[config.mk]
export PLATFORM = sky130hd
export DESIGN_NAME = bcd_scan_driver
export DESIGN_NICKNAME = d
export VERILOG_FILES = /design/src/rtl/bcd_scan_driver.sv
export SDC_FILE = /design/constraint.sdc
export NUM_CORES = 1
export LEC_CHECK = 0
export BUFFER_PORTS_ARGS = -buffer_cell sky130_fd_sc_hd__buf_2
export CAP_MARGIN = 40
export CORE_MARGIN = 2
export CORE_UTILIZATION = 39
export DETAILED_ROUTE_END_ITERATION = 10
export GPL_ROUTABILITY_DRIVEN = 1
export PLACE_DENSITY = 0.58
export SYNTH_ARGS = -nofsm -noshare
export SYNTH_HDL_FRONTEND = slang
export SYNTH_SLANG_ARGS = --single-unit
[constraint.sdc]
create_clock -name clk -period 3.5 [get_ports clk]
set_clock_uncertainty 0.05 [all_clocks]
set_input_delay 0.175 -clock clk [delete_from_list [all_inputs] [get_ports clk]]
set_output_delay 0.175 -clock clk [all_outputs]
set_load 0.02 [all_outputs]
[src/rtl/bcd_scan_driver.sv]
// Four-digit multiplexed 7-segment driver for a BCD decade-counter chain.
// A prescaler sets how long each digit is lit; new data is double-buffered
// and only becomes visible at a frame boundary so a frame never shows a mix
// of old and new digits. Optional leading-zero blanking; digits above 9
// show a dash and raise bcd_err.
module bcd_scan_driver #(
  parameter int PRESCALE = 4
) (
  input  logic        clk,
  input  logic        rst,
  input  logic        load,
  input  logic [15:0] bcd_in,
  input  logic        lz_blank,
  output logic [6:0]  seg,
  output logic [3:0]  an,
  output logic        frame_done,
  output logic        bcd_err
);

  localparam logic [15:0] CNT_LAST = 16'(PRESCALE - 1);

  logic [15:0] cnt_q, cnt_d;
  logic [1:0]  idx_q, idx_d;
  logic [15:0] active_q, active_d;
  logic [15:0] shadow_q, shadow_d;
  logic        pending_q, pending_d;
  logic        fd_q, fd_d;
  logic        lz_q;

  logic        tick;
  logic        boundary;
  logic [3:0]  digit;
  logic [6:0]  seg_dec;
  logic [3:0]  nz;
  logic [3:0]  blank;

  assign tick     = (cnt_q == CNT_LAST);
  assign boundary = tick && (idx_q == 2'd3);

  // Next-state logic: prescaler, digit scan, double-buffered data capture.
  always_comb begin
    cnt_d     = cnt_q + 16'd1;
    idx_d     = idx_q;
    active_d  = active_q;
    shadow_d  = shadow_q;
    pending_d = pending_q;
    fd_d      = boundary;

    if (tick) begin
      cnt_d = 16'd0;
      idx_d = idx_q + 2'd1;
    end

    if (load) begin
      shadow_d  = bcd_in;
      pending_d = 1'b1;
    end

    // At the frame boundary a coincident load wins over the stored shadow.
    if (boundary) begin
      pending_d = 1'b0;
      if (load) begin
        active_d = bcd_in;
      end else if (pending_q) begin
        active_d = shadow_q;
      end
    end
  end

  // State register with asynchronous clear.
  always_ff @(posedge clk or posedge rst) begin
    if (rst) begin
      cnt_q     <= 16'd0;
      idx_q     <= 2'd0;
      active_q  <= 16'd0;
      shadow_q  <= 16'd0;
      pending_q <= 1'b0;
      fd_q      <= 1'b0;
      lz_q      <= 1'b0;
    end else begin
      cnt_q     <= cnt_d;
      idx_q     <= idx_d;
      active_q  <= active_d;
      shadow_q  <= shadow_d;
      pending_q <= pending_d;
      fd_q      <= fd_d;
      lz_q      <= lz_blank;
    end
  end

  // Blank digit k only when it and every more-significant digit are zero;
  // digit 0 always stays lit so a zero value still shows "0".
  for (genvar gi = 0; gi < 4; gi++) begin : g_blank
    assign nz[gi] = |active_q[gi*4 +: 4];
    if (gi == 0) begin : g_lsd
      assign blank[gi] = 1'b0;
    end else begin : g_upper
      assign blank[gi] = lz_q & ~(|nz[3:gi]);
    end
  end

  assign digit = active_q[{idx_q, 2'b00} +: 4];

  // Segment decode {g,f,e,d,c,b,a}; out-of-range values render as a dash.
  always_comb begin
    seg_dec = 7'h40;
    case (digit)
      4'd0: seg_dec = 7'h3F;
      4'd1: seg_dec = 7'h06;
      4'd2: seg_dec = 7'h5B;
      4'd3: seg_dec = 7'h4F;
      4'd4: seg_dec = 7'h66;
      4'd5: seg_dec = 7'h6D;
      4'd6: seg_dec = 7'h7D;
      4'd7: seg_dec = 7'h07;
      4'd8: seg_dec = 7'h7F;
      4'd9: seg_dec = 7'h6F;
      default: seg_dec = 7'h40;
    endcase
  end

  assign seg        = blank[idx_q] ? 7'h00 : seg_dec;
  assign an         = 4'b0001 << idx_q;
  assign bcd_err    = (digit > 4'd9);
  assign frame_done = fd_q;

endmodule

; After elaboration in Yosys (flattened, before gate mapping)
; Memory sizes are Yosys's and may differ from the RTL's.
; Cells that the tools add are included.
[classes]
div = 0
order_cmp = 2
n_reduce_logical = 7
shifts = 2
add_sub_neg = 2
bitwise = 6
eq_ne = 2
multipliers = 0
n_mux = 8
[op_table]
columns = cell, count
row1 = $mux 16, 3
row2 = $add 16x1->16 const B, 1
row3 = $eq 16x2->1 const B, 1
row4 = $shiftx 16x5->4, 1
row5 = $reduce_or 12->1, 1
row6 = $reduce_or 8->1, 1
row7 = $mux 7, 1
row8 = $gt 4x4->1 const B, 1
row9 = $reduce_bool 2->1, 2
row10 = $reduce_or 4->1, 1
row11 = $shl 1x2->4 const A, 1
row12 = $and 1x1->1, 3
row13 = $lt 2x3->1 const B, 1
row14 = $mux 1, 3
row15 = $not 1->1, 3
row16 = $add 2x1->2 const B, 1
row17 = $bmux 1 s2, 1
row18 = $eq 2x2->1 const B, 1
row19 = $reduce_and 2->1, 1
row20 = $logic_and 1x1->1, 1
[totals]
latch_bits = 0
output_inout_bits = 13
elab_cells = 37
ram_bits = 0
mem_count = 1
in_bits = 20
reg_bits = 53
mem_bits_ro = 112
[mem_list]
columns = name, depth, width, rd, rd_ports_with_merged_regs, wr, line_no
row1 = (no name shown), 16, 7, 1, 0, 0, 107  ; case (digit)

; Longest topological paths before layout
; Gate-level depths: netlist of the first run.
[logic_depth]
word_depth = 6
ltp_mapped = 7
depth_no_buf = 6

; Worst setup path before layout of the first run
; OpenSTA, ideal clock, no wires.
[synth_timing]
path_kind = register to output
startpoint = register idx_q[0]
endpoint = output port seg[1]
path_slack_ns = 1.454
t_required_ns = 3.275
path_stages_with_launch = 7
arrival_ns = 1.821
path_buffers = 2
cell_sequence = dfrtp_1 > buf_2 > mux4_2 > buf_2 > o21ai_1 > o31ai_1 > a21oi_1
[synth_via]
elab_chain_len = 3
elab_cells_between_ends = 5
cone_classes = 1 x shift / 3 x mux / 1 x memory
[synth_rtl]
columns = element, line_no
row1 = start: declaration, 23  ; logic [1:0] idx_q, idx_d;
row2 = start signal: assignment, 82  ; idx_q <= idx_d;
row3 = $shiftx 16x5->4 or $bmux 1 s2 (tied branches), "102, 122"
row4 = $mem_v2 16x7 or $mux 1 (tied branches), --
row5 = $mux 7 *, 122  ; assign seg = blank[idx_q] ? 7'h00 : seg_dec;
row6 = end: declaration, 14  ; output logic [6:0] seg,
; Mark *: on every way between the ends. The rest lies on a longest branch, timed or not. The select of a mux whose other input is x is not followed.

; Worst setup path after layout of the first run
[layout_timing]
startpoint = register idx_q[0]
endpoint = output port seg[3]
; Same word-level chain as after synthesis.

==> flow_summary.yaml, run 1 <==
run_status:
  status: "finished, final reports clean"
sta:
  setup_viol: 0
  slew_headroom: 0.570
  max_freq_mhz: 384
  min_period_ns: 2.60
  setup_tns_ns: 0
  tightest_slew_ns: 0.640
  finalCritPeriodShare: 0.744
  fin_ws_ns: 0.895
  report.final.slew_viol_count: 0
  finalHoldViolCount: 0
  grt_setup_unrepaired: "false"
  whs_ns: 0.0613
final_layout:
  drive_gt1_frac: 0.377
  synthToLayoutAreaGrowth_pct: 13.9
  n_antenna_cell: 0
  final_area_um2: 2920
  final_nets: 266
grt:
  grt_first_pass_wirelength_um: 7610
  grt.total_usage: 0.135
  grt_pass1_vias: 1520
  grt_max_degree: 34
  antenna_found_initial: 0
  grt-ovfl-total: 0
die:
  fp.dieH_um: 85.1
  rows: 29
  core_area_um2: 6350
  start_util: 0.404
  die_area_um2: 7240
  io_pins: 33
  die_w_um: 85.1
synth:
  syn_inst: 199
  syn_avg_cell_area_um2: 12.9
  syn_area_um2: 2560
  synth_cell_types: 35
  ys_warn_count: 0
  ys_seq_area_frac: 0.517
  syn_nets: 229
  ys_seq_elements: 53
worst_setup_path:
  crit_path_start: "idx_q[0]"
  cp_num_buf_inv: 2
  start_kind: "flip-flop"
  worstPathCellList: "mux4_2, inv_1, ha_1, nand2b_1, a21oi_1, nor2_1, buf_2"
  worstSetupPathType: "reg2out"
  required_ns: 3.27
  rr_startpoint: "cnt_q[0]"
  crit_family: "multiplexers"
  critPathMaxFanout: 9
  critical_path_arrival_ns: 2.38
  crit_path_end_kind: "output port"
  regToRegSetupSlack_ns: 1.39
  crit_slowest_cell: "mux4_2"
  critPathMaxStageDelay_ns: 0.61
drt:
  routed-wl-met3_um: 189
  wl_per_cell_um: 14.2
  viasPerCell: 4.94
  drc: 0
  drtPass1Iterations: 4
  wl_um: 4430
  dr_wl_met2_um: 1840
  ant_nets: 0
  wl_met1_um: 2330
  vias: 1545
  maxUsedRoutingLayer: "met4"
  drt_iter0_markers: 72
clock_network:
  numCtsBuffers: 5
  clk_path_buf_depth: 2
  cts_tree: "yes"
  htree_levels: 2
  clkTransAtPathRegs_ns: 0.10
  insertion_delay_ns: 0.31
  cts-root-buf: "clkbuf_8"
  post_cts_buffers: 0
  cts_sinks: 53
placement:
  place_area_um2: 2810
  portBuffers: 32
  dp_hpwl_um: 3270
  place_ws_ns: 1.24
  gp_congestion: 0.822
power_and_ir_drop:
  combPwrFrac: 0.135
  power_frac_seq: 0.565
  ir_drop_mv: 0.174
  powerDensity_nw_per_um2: 406
  p_leak_nw: 1.30
  p_sw_mw: 0.301
  internal_power_mw: 0.885
  p_sw_frac: 0.254
  clkPwrFrac: 0.300
job:
  maxCapViolCount: 0
worst_hold_path:
  hold_class: "in2reg"
  hp-start: "bcd_in[12]"
-- Yosys cell counts (all sizes together) --
cell type	count	area share
nor2	18	0.026
mux2	33	0.16
xnor2	10	0.034
dfrtp	53	0.52
nand4	1	0.0049
xor2	4	0.014
ha	10	0.049
nor4	4	0.018
nor4b	1	0.0093
nand2b	3	0.0073
nand2	9	0.013
and3	2	0.0049
inv	9	0.013
o31a	1	0.0034
buf	4	0.013
o21ai	5	0.0098
o31ai	1	0.0029
and4	1	0.0039
nor3b	2	0.010
nand3	9	0.018
a21oi	6	0.012
and2	2	0.0054
mux4	4	0.035
clkbuf	3	0.0044
nor3	3	0.0078
or4	1	0.0044
-- metrics by stage --
| step | instances | power (mW) | utilization |
|---|---|---|---|
| after floorplan | 199 | 0.792 | - |
| after global placement | 303 | 0.839 | 0.440 |
| after detailed placement | 304 | 0.845 | 0.443 |
| after CTS | 313 | 1.20 | 0.460 |
| after global routing | 313 | 1.26 | 0.460 |
| final | 313 | 1.19 | 0.460 |
-- flip-flops by register name (all words and copies together) (netlist names) --
signal and count:
active_q 16, pending_q 1, idx_q 2, frame_done 1, cnt_q 16, lz_q 1, shadow_q 16
-- layout make-up --
type | count | area, µm²
Clock buffer | 6 | 82.6
Clock inverter | 1 | 7.51
Fill cell | 583 | 3430
Inverter | 9 | 33.8
Multi-Input combinational cell | 130 | 1160
Sequential cell | 53 | 1330
Tap cell | 77 | 96.3
Timing Repair Buffer | 37 | 215
-- timing repair --
| action | in CTS | in global routing |
|---|---|---|
| resized for setup | 0 | 0 |
| hold buffers | 2 | 0 |
| endpoints found under the hold margin | 14 | 0 |
-- worst paths after layout --
| path | depth (start not counted) | endpoint |
|---|---|---|
| setup / recovery | 7 | seg[3] |
| hold / removal | 2 | shadow_q[12] |
| setup reg to reg | 6 | active_q[3] |
| max in group asynchronous | 5 | cnt_q[5] |
| min in group asynchronous | 3 | shadow_q[4] |
| hold reg to reg | 1 | cnt_q[15] |
-- power groups by stage --
stage                     logic (mW)  registers, mW  clock network, mW
after floorplan                0.118          0.674                  0
after global placement         0.157          0.682                  0
after detailed placement       0.162          0.683                  0
after CTS                      0.164          0.671              0.368
after global routing           0.179          0.675              0.405
final                          0.161          0.670              0.356
-- per-layer routing --
| metal | vias to the layer above | GRT usage |
|---|---|---|
| met2 | 32 | 0.188 |
| met5 | - | 0 |
| met1 | 742 | 0.204 |
| li1 | 764 | - |
| met4 | 0 | 0.0519 |
| met3 | 7 | 0.0321 |
-- kinds of logic after synthesis --
logic type / after synthesis / synth area share
xor gates and xnor gates: 14 / 0.0478
adders and majority gates: 10 / 0.0488
buffers and inverters: 16 / 0.0307
DFF: 53 / 0.517
muxes: 37 / 0.195
AOI/OAI and AO/OA: 13 / 0.0278
and+or+nand+nor: 56 / 0.133
-- cells in the final DEF, fill, tap and decap left out, types with 6 or more instances in the layout --
cell       n
inv_1      8
dfrtp_1   53
ha_1      10
xnor2_1   10
mux2_4    10
buf_2     32
nand3_1    9
nor2_1    18
clkbuf_8   6
a21oi_1    6
nand2_1    9
mux2_2    23
(Power assumes the default switching activity.)
==> run 2, diff against run 1 <==
Clock period 3.5 ns to 2.5 ns, I/O delays scaled along.
==> flow_summary.yaml, run 2 (synthesized netlist as in run 1, its figures left out) <==
final_layout:
  reg_top3: "active_q (16), cnt_q (16), shadow_q (16)"
  fin_util: 0.464
  drive_gt1_frac: 0.387
  final_area_um2: 2950
  layout_commonest_cell: "dfrtp_1"
  fillers: 575
  n_antenna_cell: 0
  final_cell_mix: "dfrtp_1 (53), buf_2 (32), mux2_2 (23)"
  synthToLayoutAreaGrowth_pct: 14.9
  final_nets: 267
sta:
  finalHoldViolCount: 0
  report.final.slew_viol_count: 0
  max_freq_mhz: 424
  slew_headroom: 0.550
  finalCritPeriodShare: 0.944
  setup_viol: 0
  tightest_slew_ns: 0.675
  min_period_ns: 2.36
drt:
  viasPerCell: 4.84
  drc: 0
  drtPass1Iterations: 4
  drt_iter0_markers: 60
  ant_nets: 0
  vias: 1526
  wl_um: 4470
  wl_per_cell_um: 14.2
grt:
  grtUsageMet1: 0.208
  grt_max_degree: 54
  grt-busiest-layer: "met1"
  grt_pass1_vias: 1540
  grt-ovfl-total: 0
  antenna_found_initial: 0
  use_met3: 0.0302
  grt.total_usage: 0.135
  grt_first_pass_wirelength_um: 7750
  grt_use_met2: 0.189
power_and_ir_drop:
  powerDensity_nw_per_um2: 594
  ir_drop_mv: 0.296
  p_leak_nw: 1.32
die:
  die_area_um2: 7240
  fp.dieH_um: 85.1
  rows: 29
  start_util: 0.404
  die_w_um: 85.1
  core_area_um2: 6350
  io_pins: 33
placement:
  place_area_um2: 2800
  gp_congestion: 0.763
  portBuffers: 32
  dp_hpwl_um: 3140
worst_setup_path:
  critPathMaxStageDelay_ns: 0.58
  critPathMaxFanout: 5
  required_ns: 2.33
  crit_path_start: "idx_q[0]"
  crit_path_end_kind: "output port"
  crit_family: "multiplexers"
  crit_slowest_cell: "mux4_2"
  rr_startpoint: "cnt_q[0]"
  critical_path_arrival_ns: 2.18
  start_kind: "flip-flop"
  worstSetupPathType: "reg2out"
  cp_num_buf_inv: 2
  worstPathCellList: "mux4_2, inv_1, ha_1, nand2b_1, a21oi_1, nor2_1, buf_2"
clock_network:
  cts_sinks: 53
  clkTransAtPathRegs_ns: 0.10
  cts-root-buf: "clkbuf_8"
  numCtsBuffers: 5
  htree_levels: 2
  clk_path_buf_depth: 2
  cts_tree: "yes"
  insertion_delay_ns: 0.31
worst_hold_path:
  hp-start: "bcd_in[0]"
  hold_class: "in2reg"
run_status:
  status: "finished, final reports clean"
job:
  maxCapViolCount: 0
==> run 2: what timing repair did <==
item	4_1_cts	5_1_grt
hold endpoints to repair	54	0
gates resized for setup	0	1
hold buffers	2	0
setup endpoints to repair	0	5
buffers inserted	0	1
==> run 2: through the flow <==
step                setup WS [ns]  cells  power, mW  hold WS [ns]  setup TNS (ns)
floorplan                   0.504    199       1.11         0.106               0
global placement            0.482    304       1.17         0.185               0
detailed placement          0.443    304       1.18         0.189               0
CTS                         0.107    314       1.77       0.00767               0
global route              -0.0207    315       1.84       0.00661         -0.0241
finish                      0.141    315       1.75        0.0126               0
==> run 2: layout make-up <==
cell class	count	area, µm²	share of cell area
clock buffers	5	68.8	0.0234
inverters	9	33.8	0.0115
flip-flops and latches	53	1330	0.450
repair buffers	38	210	0.0713
well taps	77	96.3	0.0327
multi-input cells	130	1160	0.395
clock inverters	3	46.3	0.0157
==> run 2: path summary, 6_finish.rpt <==
| kind | endpoint | slack [ns] | cells past startpoint |
|---|---|---|---|
| hold / removal | shadow_q[0] | 0.01 | 2 |
| min in group asynchronous | shadow_q[6] | 0.48 | 4 |
| setup / recovery | seg[3] | 0.14 | 7 |
| max in group asynchronous | active_q[13] | 1.47 | 4 |
| hold reg to reg | cnt_q[0] | 0.44 | 1 |
| setup reg to reg | active_q[4] | 0.43 | 6 |
==> run 2: power breakdown <==
group	total (mW)	internal, mW	switching (mW)	leakage (nW)
combinational	0.225	0.110	0.116	0.603
sequential	0.937	0.909	0.0277	0.659
clock	0.588	0.300	0.288	0.0543
total	1.75	1.32	0.431	1.32
==> run 2: routing by layer <==
| metal | share of wire | vias to the layer above |
|---|---|---|
| li1 | - | 759 |
| met1 | 0.54 | 736 |
| met2 | 0.41 | 27 |
| met3 | 0.034 | 4 |
| met4 | 0.012 | 0 |
| met5 | 0 | - |
==> run 3, diff against run 2 <==
Settings changed: PLACE_DENSITY 0.58 to unset.
==> flow_summary.yaml, run 3 (synthesized netlist as in run 1, its figures left out) <==
die:
  core_area_um2: 6350
  die_w_um: 85.1
  rows: 29
  start_util: 0.404
  io_pins: 33
  fp.dieH_um: 85.1
  die_area_um2: 7240
final_layout:
  drive_gt1_frac: 0.398
  final_nets: 270
  final_cell_mix: "dfrtp_1 (52), buf_2 (32), mux2_2 (23)"
  instances_no_fill: 318
  reg_top3: "active_q (16), cnt_q (16), shadow_q (16)"
  synthToLayoutAreaGrowth_pct: 15.1
  layout_commonest_cell: "dfrtp_1"
  n_antenna_cell: 0
worst_hold_path:
  hold_class: "in2reg"
  hold_depth: 2
  hp-start: "bcd_in[8]"
power_and_ir_drop:
  p_leak_nw: 1.31
  powerDensity_nw_per_um2: 562
  ir_drop_mv: 0.275
grt:
  grt_max_degree: 54
  grt-ovfl-total: 0
  grt_pass1_vias: 1584
  antenna_found_initial: 0
  grt_first_pass_wirelength_um: 7940
  grt.total_usage: 0.140
worst_setup_path:
  critical_path_arrival_ns: 2.15
  crit_slowest_cell: "mux4_2"
  cp_num_buf_inv: 2
  crit_path_end_kind: "output port"
  required_ns: 2.33
  r2r_cells: 6
  worstPathCellList: "mux4_2, inv_1, ha_1, nand2b_1, a21oi_1, nor2_1, buf_2"
  crit_path_start: "idx_q[0]"
  worstSetupPathType: "reg2out"
  cp.depth: 7
  crit_family: "multiplexers"
  start_kind: "flip-flop"
  critPathMaxStageDelay_ns: 0.54
  rr_startpoint: "cnt_q[0]"
  critPathMaxFanout: 3
drt:
  drt_iter0_markers: 94
  drtPass1Iterations: 4
  wl_um: 4510
  vias: 1538
  wl_per_cell_um: 14.2
  ant_nets: 0
  drc: 0
  viasPerCell: 4.84
sta:
  finalCritPeriodShare: 0.931
  report.final.slew_viol_count: 0
  slew_headroom: 0.552
  min_period_ns: 2.33
  finalHoldViolCount: 0
  setup_tns_ns: 0
  max_freq_mhz: 430
  grt_setup_unrepaired: "false"
  setup_viol: 0
  tightest_slew_ns: 0.672
clock_network:
  htree_levels: 2
  clk_path_buf_depth: 2
  cts-root-buf: "clkbuf_8"
  numCtsBuffers: 5
  insertion_delay_ns: 0.31
  cts_tree: "yes"
  clkTransAtPathRegs_ns: 0.10
  cts_sinks: 53
placement:
  dp.cells: 304
  gp_congestion: 0.808
  dp_hpwl_um: 3220
  portBuffers: 32
job:
  maxCapViolCount: 0
run_status:
  status: "finished, final reports clean"
-- run 3: power breakdown --
part | total, mW | switching [mW] | internal [mW]
Sequential | 0.935 | 0.0260 | 0.909
Combinational | 0.234 | 0.119 | 0.115
Clock | 0.490 | 0.294 | 0.197
-- run 3: worst paths after layout --
path                            slack (ns)     endpoint
max in group asynchronous             1.44     idx_q[0]
min in group asynchronous             0.48    cnt_q[10]
worst min register to register        0.45  shadow_q[6]
worst min-delay path                 0.007  shadow_q[8]
worst max-delay path                  0.17       seg[3]
worst max register to register        0.43  active_q[6]
-- run 3: metrics by stage --
step | util | instance area, µm² | hold slack, ns | worst slack (ns) | power, mW
after global routing | 0.465 | 2950 | 0.00336 | 0.0109 | 1.75
after detailed placement | 0.441 | 2800 | 0.188 | 0.429 | 1.18
after global placement | 0.441 | 2800 | 0.185 | 0.469 | 1.17
after floorplan | - | 2560 | 0.106 | 0.504 | 1.11
final | 0.465 | 2950 | 0.00744 | 0.172 | 1.66
after CTS | 0.458 | 2910 | 0.00131 | 0.0624 | 1.67
-- run 3: area by class of cell --
type | instances | area, µm²
clock buffer | 5 | 68.8
clock inverter | 3 | 22.5
fill | 573 | 3400
inverter | 9 | 33.8
multi-input combinational | 130 | 1160
sequential | 53 | 1330
tap | 77 | 96.3
timing repair buffer | 41 | 239
-- run 3: layer usage --
metal | part of all wire | vias up | global-route usage
li1 | - | 773 | -
met1 | 0.54 | 729 | 0.216
met2 | 0.41 | 31 | 0.188
met3 | 0.038 | 5 | 0.0331
met4 | 0.019 | 0 | 0.0563
met5 | 0 | - | 0
-- run 3: timing repair --
action                                  in CTS  in global routing
gates resized for setup                      0                  4
endpoints found under the setup margin       0                  6
setup buffers                                0                  3
hold buffers                                 2                  1
endpoints found under the hold margin       54                  1
-- run 3: worst reg2reg max path, delay by kind of cell (launching register included) --
kind / cells / cell delay, ns
fa+ha+maj: 1 / 0.25
buf+inv: 1 / 0.29
flops: 1 / 0.40
mux: 1 / 0.38
simple gates: 3 / 0.59
